## src/rtl/instruction_fetch_unit.sv

```systemverilog
// Instruction fetch unit: IF-stage master on the instruction-memory AR/R channel.
// Keeps one read outstanding, holds the fetch PC, and tracks a branch redirect
// that arrives while a read is in flight.
// Optional build macro IFU_PERF_CNT_EN adds the fetch_count and stall_cycle_count outputs.
module instruction_fetch_unit #(
  parameter int DATA_SIZE = 32,
  parameter int ADDR_SIZE = 32,
  parameter logic [ADDR_SIZE-1:0] RESET_PC  = '0,
  parameter logic [DATA_SIZE-1:0] NOP_INSTR = DATA_SIZE'(32'h0000_0013)
) (
  input  logic                 clk,
  input  logic                 rst,
  input  logic                 instruction_stall,
  input  logic                 branch_taken,
  input  logic [ADDR_SIZE-1:0] branch_target,
  input  logic                 im_arready,
  input  logic                 im_rvalid,
  input  logic [DATA_SIZE-1:0] im_rdata,
  output logic                 im_arvalid,
  output logic [ADDR_SIZE-1:0] im_araddr,
  output logic                 im_rready,
  output logic [DATA_SIZE-1:0] instruction,
  output logic [DATA_SIZE-1:0] past_instruction,
  output logic [ADDR_SIZE-1:0] pc_out,
  output logic                 bus_stall
`ifdef IFU_PERF_CNT_EN
  ,
  output logic [31:0]          fetch_count,
  output logic [31:0]          stall_cycle_count
`endif
);

  typedef enum logic [1:0] {S_ADDR, S_DATA, S_READY} state_t;

  state_t                 state, state_nxt;
  logic [ADDR_SIZE-1:0]   fetch_pc;
  logic [ADDR_SIZE-1:0]   redirect_pc;
  logic                   redirect_pending;
  // Low for the first cycle after reset release so the first request starts on a clock edge.
  logic                   started;
  logic                   data_keep;

  assign im_araddr = fetch_pc;

  // State register.
  always_ff @(posedge clk or negedge rst) begin
    if (!rst) state <= S_ADDR;
    else      state <= state_nxt;
  end

  // Next-state decode and handshake outputs.
  always_comb begin
    state_nxt  = state;
    im_arvalid = 1'b0;
    im_rready  = 1'b0;
    bus_stall  = 1'b1;
    data_keep  = 1'b0;
    case (state)
      S_ADDR: begin
        im_arvalid = started;
        if (started && im_arready) state_nxt = S_DATA;
      end
      S_DATA: begin
        im_rready = 1'b1;
        if (im_rvalid) begin
          // A redirect seen at any point during this read makes its data stale.
          data_keep = !(redirect_pending || branch_taken);
          state_nxt = data_keep ? S_READY : S_ADDR;
        end
      end
      S_READY: begin
        bus_stall = 1'b0;
        if (branch_taken || !instruction_stall) state_nxt = S_ADDR;
      end
      default: state_nxt = S_ADDR;
    endcase
  end

  // Fetch PC, redirect tracking and instruction registers.
  always_ff @(posedge clk or negedge rst) begin
    if (!rst) begin
      started          <= 1'b0;
      fetch_pc         <= RESET_PC;
      redirect_pc      <= RESET_PC;
      redirect_pending <= 1'b0;
      instruction      <= NOP_INSTR;
      past_instruction <= NOP_INSTR;
      pc_out           <= RESET_PC;
    end else begin
      started <= 1'b1;
      case (state)
        S_ADDR: begin
          // The presented address must stay stable, so the target waits on the side.
          if (branch_taken) begin
            redirect_pc      <= branch_target;
            redirect_pending <= 1'b1;
          end
        end
        S_DATA: begin
          if (im_rvalid) begin
            if (data_keep) begin
              instruction <= im_rdata;
              pc_out      <= fetch_pc;
            end else if (branch_taken) begin
              fetch_pc <= branch_target;
            end else begin
              fetch_pc <= redirect_pc;
            end
            redirect_pending <= 1'b0;
          end else if (branch_taken) begin
            redirect_pc      <= branch_target;
            redirect_pending <= 1'b1;
          end
        end
        S_READY: begin
          if (branch_taken) begin
            fetch_pc         <= branch_target;
            instruction      <= NOP_INSTR;
            past_instruction <= instruction;
          end else if (!instruction_stall) begin
            past_instruction <= instruction;
            fetch_pc         <= fetch_pc + ADDR_SIZE'(4);
          end
        end
        default: ;
      endcase
    end
  end

`ifdef IFU_PERF_CNT_EN
  // Performance counters: kept fetches and cycles without a valid instruction.
  always_ff @(posedge clk or negedge rst) begin
    if (!rst) begin
      fetch_count       <= '0;
      stall_cycle_count <= '0;
    end else begin
      if (data_keep) fetch_count       <= fetch_count + 32'd1;
      if (bus_stall) stall_cycle_count <= stall_cycle_count + 32'd1;
    end
  end
`endif

endmodule

```

## config.mk

```make
export PLATFORM = sky130hd
export DESIGN_NAME = instruction_fetch_unit
export DESIGN_NICKNAME = d
export VERILOG_FILES = /design/src/rtl/instruction_fetch_unit.sv
export SDC_FILE = /design/constraint.sdc
export NUM_CORES = 1
export LEC_CHECK = 0
export ABC_AREA = 1
export CAP_MARGIN = 0
export CORE_MARGIN = 2
export CORE_UTILIZATION = 53
export DETAILED_ROUTE_END_ITERATION = 12
export PLACE_DENSITY = 0.88
export SETUP_SLACK_MARGIN = 0.1
export SLEW_MARGIN = 20
export SYNTH_ARGS = -nofsm -noshare
export SYNTH_HDL_FRONTEND = slang
export SYNTH_SLANG_ARGS = --single-unit
```

## constraint.sdc

```tcl
create_clock -name clk -period 2.3 [get_ports clk]
set_input_delay 0.345 -clock clk [delete_from_list [all_inputs] [get_ports clk]]
set_output_delay 0.345 -clock clk [all_outputs]
set_load 0.05 [all_outputs]
```

* Word-level counts from Yosys, hierarchy flattened
Cells that the tools add are included.
Cells by class: $add $sub $neg 1, equality and inequality tests 11, reduce and logical (&&, ||, !) cells 14, $mul 0, div/mod/pow operators 0, multiplexer cells 27, shift-type cells 0, magnitude comparators 0, bitwise operators 0
Operators with widths (count):
- two-way mux 32 bit | 11
- one-hot mux 32 bit (2 select lines) | 3
- adder 32 x 3 -> 32 bit, second input constant | 1
- inequality test 2 bit, second input constant | 7
- two-way mux 2 bit | 4
- AND reduction 4 bit | 2
- two-way mux 1 bit | 7
- one-hot mux 2 bit (3 select lines) | 1
- AND reduction 3 bit | 2
- AND reduction 2 bit | 2
- nonzero test 2 bit | 2
- inequality test 3 bit, second input constant | 1
- equality test 2 x 1 -> 1 bit, second input constant | 1
- equality test 2 bit, second input constant | 1
- logical NOT 1 bit | 2
- logical NOT 2 bit | 1
- logical OR 1 bit | 2
- inequality test 2 x 1 -> 1 bit, second input constant | 1
- one-hot mux 1 bit (2 select lines) | 1
- logical AND 1 bit | 1
Storage, ports and cells: memory bits (read-only) 0, bits in registers 164, memories 0, memory bits (writable) 0, input bits 70, latch bits 0

* Depth between registers and ports, before layout
word-level depth 7, depth in mapped cells 10, mapped depth without buffers 10

* Worst setup path before layout
No wires, ideal clock.
path kind register to register, start register fetch_pc[3], in the netlist im_araddr[3], end register fetch_pc[22], in the netlist im_araddr[22], slack 0.444 ns, data arrival time 1.728 ns, period minus slack after synthesis 1.856 ns, library setup time 0.127 ns, path buffers 0, data required time 2.173 ns, stages on the path, launching flop included 9, cells stage by stage dfrtp_1 -> ha_1 -> nand3_1 -> nor2_1 -> nand2_1 -> nor2_1 -> nand3_1 -> nand3_1 -> a21boi_0
On the way: cells in the longest elaborated chain, start to end 4
RTL lines:
- from (decl) | RTL line 36 | logic [ADDR_SIZE-1:0] fetch_pc;
- from (signal assigned) | RTL line 105 | fetch_pc <= branch_target;
- from (signal assigned) | RTL line 107 | fetch_pc <= redirect_pc;
- from (signal assigned) | RTL line 117 | fetch_pc <= branch_target;
- adder 32 x 3 -> 32 bit | RTL line 122 | fetch_pc <= fetch_pc + ADDR_SIZE'(4);
- two-way mux 32 bit | RTL line 120 | end else if (!instruction_stall) begin
- two-way mux 32 bit | RTL line 116 | if (branch_taken) begin
- one-hot mux 32 bit (2 select lines) | RTL line 91 | case (state)
Every way passes these cells. The select of a mux whose other input is x is not followed. A chain may end at the register's enable or synchronous reset.

* Worst setup path after layout
start register past_instruction[0], end output past_instruction[0]
RTL lines:
- from (decl) | RTL line 23 | output logic [DATA_SIZE-1:0] past_instruction,
- from (signal assigned) | RTL line 119 | past_instruction <= instruction;
- from (signal assigned) | RTL line 121 | past_instruction <= instruction;
No word-level cell between the ends.

==> results by group <==
Critical path
  • Data arrival time of the critical path: 1.79 ns
  • CP Capture Type: primary output
  • Worst Path Required: 1.96 ns
  • Critical path peak fanout: 2
  • Worst setup SP type: register
  • Crit-path slowest cell: clkdlybuf4s50_1
  • CP Buf/Inv Count: 1
  • Delay-heaviest family, CP: buffers and inverters
  • Delay of the slowest critical-path stage: 0.82 ns
  • Crit Path Category: reg2out
  • Cells along the critical path: clkdlybuf4s50_1

GRT
  • Largest net degree at the start of global routing: 67
  • Tot GR Track Use: 29.09%
  • First-pass GRT wire length: 36420 um
  • Vias in the first global route: 7196
  • Initial antenna violation count: 0
  • Total grt overflow: 0

Clocking
  • Worst skew pair latency: 0.43 ns
  • Setup repair bufs after CTS: 0
  • H-tree Lvls: 4
  • CTS buffer count: 17
  • Clk buf depth: 2
  • Clk slew on worst S/H paths: 0.06 ns
  • CTS tree: yes
  • TritonCTS Sinks: 164
  • Root Buffer: clkbuf_16

Finish
  • Reg area: 0.004111 mm2
  • Share of cells above drive strength 1: 6.076%
  • Footprint of the multi-input gates: 0.002992 mm2
  • Diode count: 0
  • Syn-to-layout area delta: 36.35%
  • Nets@finish: 1244
  • Most common cell after layout, fill and taps aside: nand2_1
  • Fillers: 1067
  • Fin cells: 1369
  • Most frequent cells in the layout: nand2_1, clkdlybuf4s50_1, dfrtp_1

STA
  • Fin Setup TNS: 0 ns
  • Final period utilization: 92.81%
  • RSZ-0062 raised after global routing: no
  • Relative slew slack: 59.19%
  • Tmin final: 2.135 ns
  • Hold slack: 0.4329 ns
  • PnR worst setup slack: 0.1653 ns
  • Fin. Hold Viols: 0
  • FMAX: 468.5 MHz
  • Pins over their slew limit: 0
  • Setup Skew: 0.006524 ns
  • Final-report setup violation count: 0
  • Worst Tran Pin Value: 0.6121 ns

Run status
  • Outcome: finished clean

Floorplanning
  • Area of the core: 0.01437 mm2
  • Die Span X: 124.7 um
  • Die outline area: 0.01554 mm2
  • Initial core utilization: 53.71%
  • Die Y: 124.7 um
  • Io pins: 201
  • Cell Rows: 44

Logic synthesis
  • Avg Cell Area, Syn: 7.859 um2
  • Area contributors post-synth: dfrtp_1, nand2_1, o21ai_0
  • Top-area cell type share of the netlist area: 51.23%
  • Sequential fraction of the synthesis area: 53.27%
  • Netlist cell types: 32
  • Syn nets: 1053
  • FF+latch count, synth: 164
  • Synth warnings: 0
  • Cell accounting for the most synthesized area: dfrtp_1
  • Post-synth design cell area: 0.007717 mm2
  • Syn Inst Count: 982

Placed design
  • Post-Place Setup Slack: 0.2403 ns
  • Dpl cells: 1337
  • Dpl hpwl: 15650 um
  • # port buffers: 200
  • Final GP Congestion: 0.9480

Route
  • DR DRC count: 0
  • Pre-Repair DR Iteration Count: 5
  • DR vias/cell: 5.445
  • Antenna Violating Nets Remaining: 0
  • WL per Instance: 16.08 um
  • Vias: 7454
  • WL final: 22020 um
  • DRT iter0 DRCs: 713

Pwr
  • Leakage: 4.847 nW
  • VDD IR-drop max: 0.6435 mV
  • Pwr per Cell Area: 1399 mW/mm2

Worst hold path
  • Min-delay worst type: in2reg

Run
  • Maximum capacitance violations: 0
## repair_timing
item / 4_1_cts / 5_1_grt
gates resized for setup: 2 / 1
endpoints found under the hold margin: 55 / 0
setup endpoints to repair: 2 / 1
hold buffers: 1 / 0
cloned: 0 / 0
## registers in the layout (all words and copies together) (netlist names)
signal            cells
im_araddr            32
instruction          32
past_instruction     32
pc_out               32
redirect_pc          32
redirect_pending      1
started               1
state                 2
## synth_stat cells (all sizes together)
library cell / instances
o311ai: 1
nand3b: 1
and2: 1
nor3: 2
or2: 1
inv: 106
nor2: 103
clkbuf: 17
dfrtp: 158
a21boi: 18
nand3: 44
dfstp: 6
a22oi: 3
nand4: 1
a31oi: 15
nand2: 287
ha: 1
o31ai: 1
a21oi: 36
o21ai: 151
buf: 28
conb: 1
## cell families after synthesis
family / after synthesis / synth area share, %
adder cells (fa/ha/maj): 1 / 0.1621
flip-flops: 164 / 53.27
AO/OA/AOI/OAI: 225 / 15.66
AND/OR/NAND/NOR: 440 / 22.81
other: 1 / 0.04859
buffers and inverters: 151 / 8.041
## layer usage
layer	vias to the layer above	GRT usage, %	share of wire, %
li1	3521	-	-
met1	3499	39.91	43
met2	394	46.03	46
met3	40	6.100	9.1
met4	0	10.64	1.8
met5	-	0	0
## stage by stage
step	power, mW	util [%]	area [um2]
2_1_floorplan	9.167	-	7717
3_3_place_gp	11.66	68.97	9910
3_5_place_dp	11.82	68.97	9910
4_1_cts	14.75	73.21	10520
5_1_grt	15.41	73.23	10520
6_report	14.72	73.23	10520
## worst reg2reg max path, stage by stage (launching register included)
cell and delay, ns:
dfrtp_1 0.42, nand2_2 0.30, nor2_2 0.07, nand2_1 0.10, nand3_2 0.25, inv_1 0.37, nand2_1 0.11, nor2_1 0.14
a21oi_1 0.06
## report_power, final
| group | internal [mW] | total (mW) | switching (mW) |
|---|---|---|---|
| logic | 2.21 | 7.11 | 4.90 |
| registers | 3.94 | 4.71 | 0.770 |
| clock network | 1.78 | 2.91 | 1.12 |
## layout make-up
class	instances	area share, %
clock inverter	9	1.225
clock buffer	22	4.507
multi-input combinational	667	28.43
sequential	164	39.07
tap	184	2.188
timing repair buffer	217	20.80
inverter	106	3.781
## final timing paths
kind,slack (ns),to,cells after the start,startpoint
max,0.17,past_instruction[0],1,past_instruction[0]$_DFFE_PN1P_
max reg2reg,0.38,im_araddr[8]$_DFFE_PN0P_,8,state[1]$_DFFE_PN0P_
max in group asynchronous,1.10,im_araddr[19]$_DFFE_PN0P_,3,rst
min in group asynchronous,0.46,past_instruction[20]$_DFFE_PN0P_,2,rst
min,0.43,im_araddr[12]$_DFFE_PN0P_,4,branch_taken
min reg2reg,0.48,instruction[0]$_DFFE_PN1P_,2,instruction[0]$_DFFE_PN1P_
No activity file was read; power rests on OpenSTA's default activity.
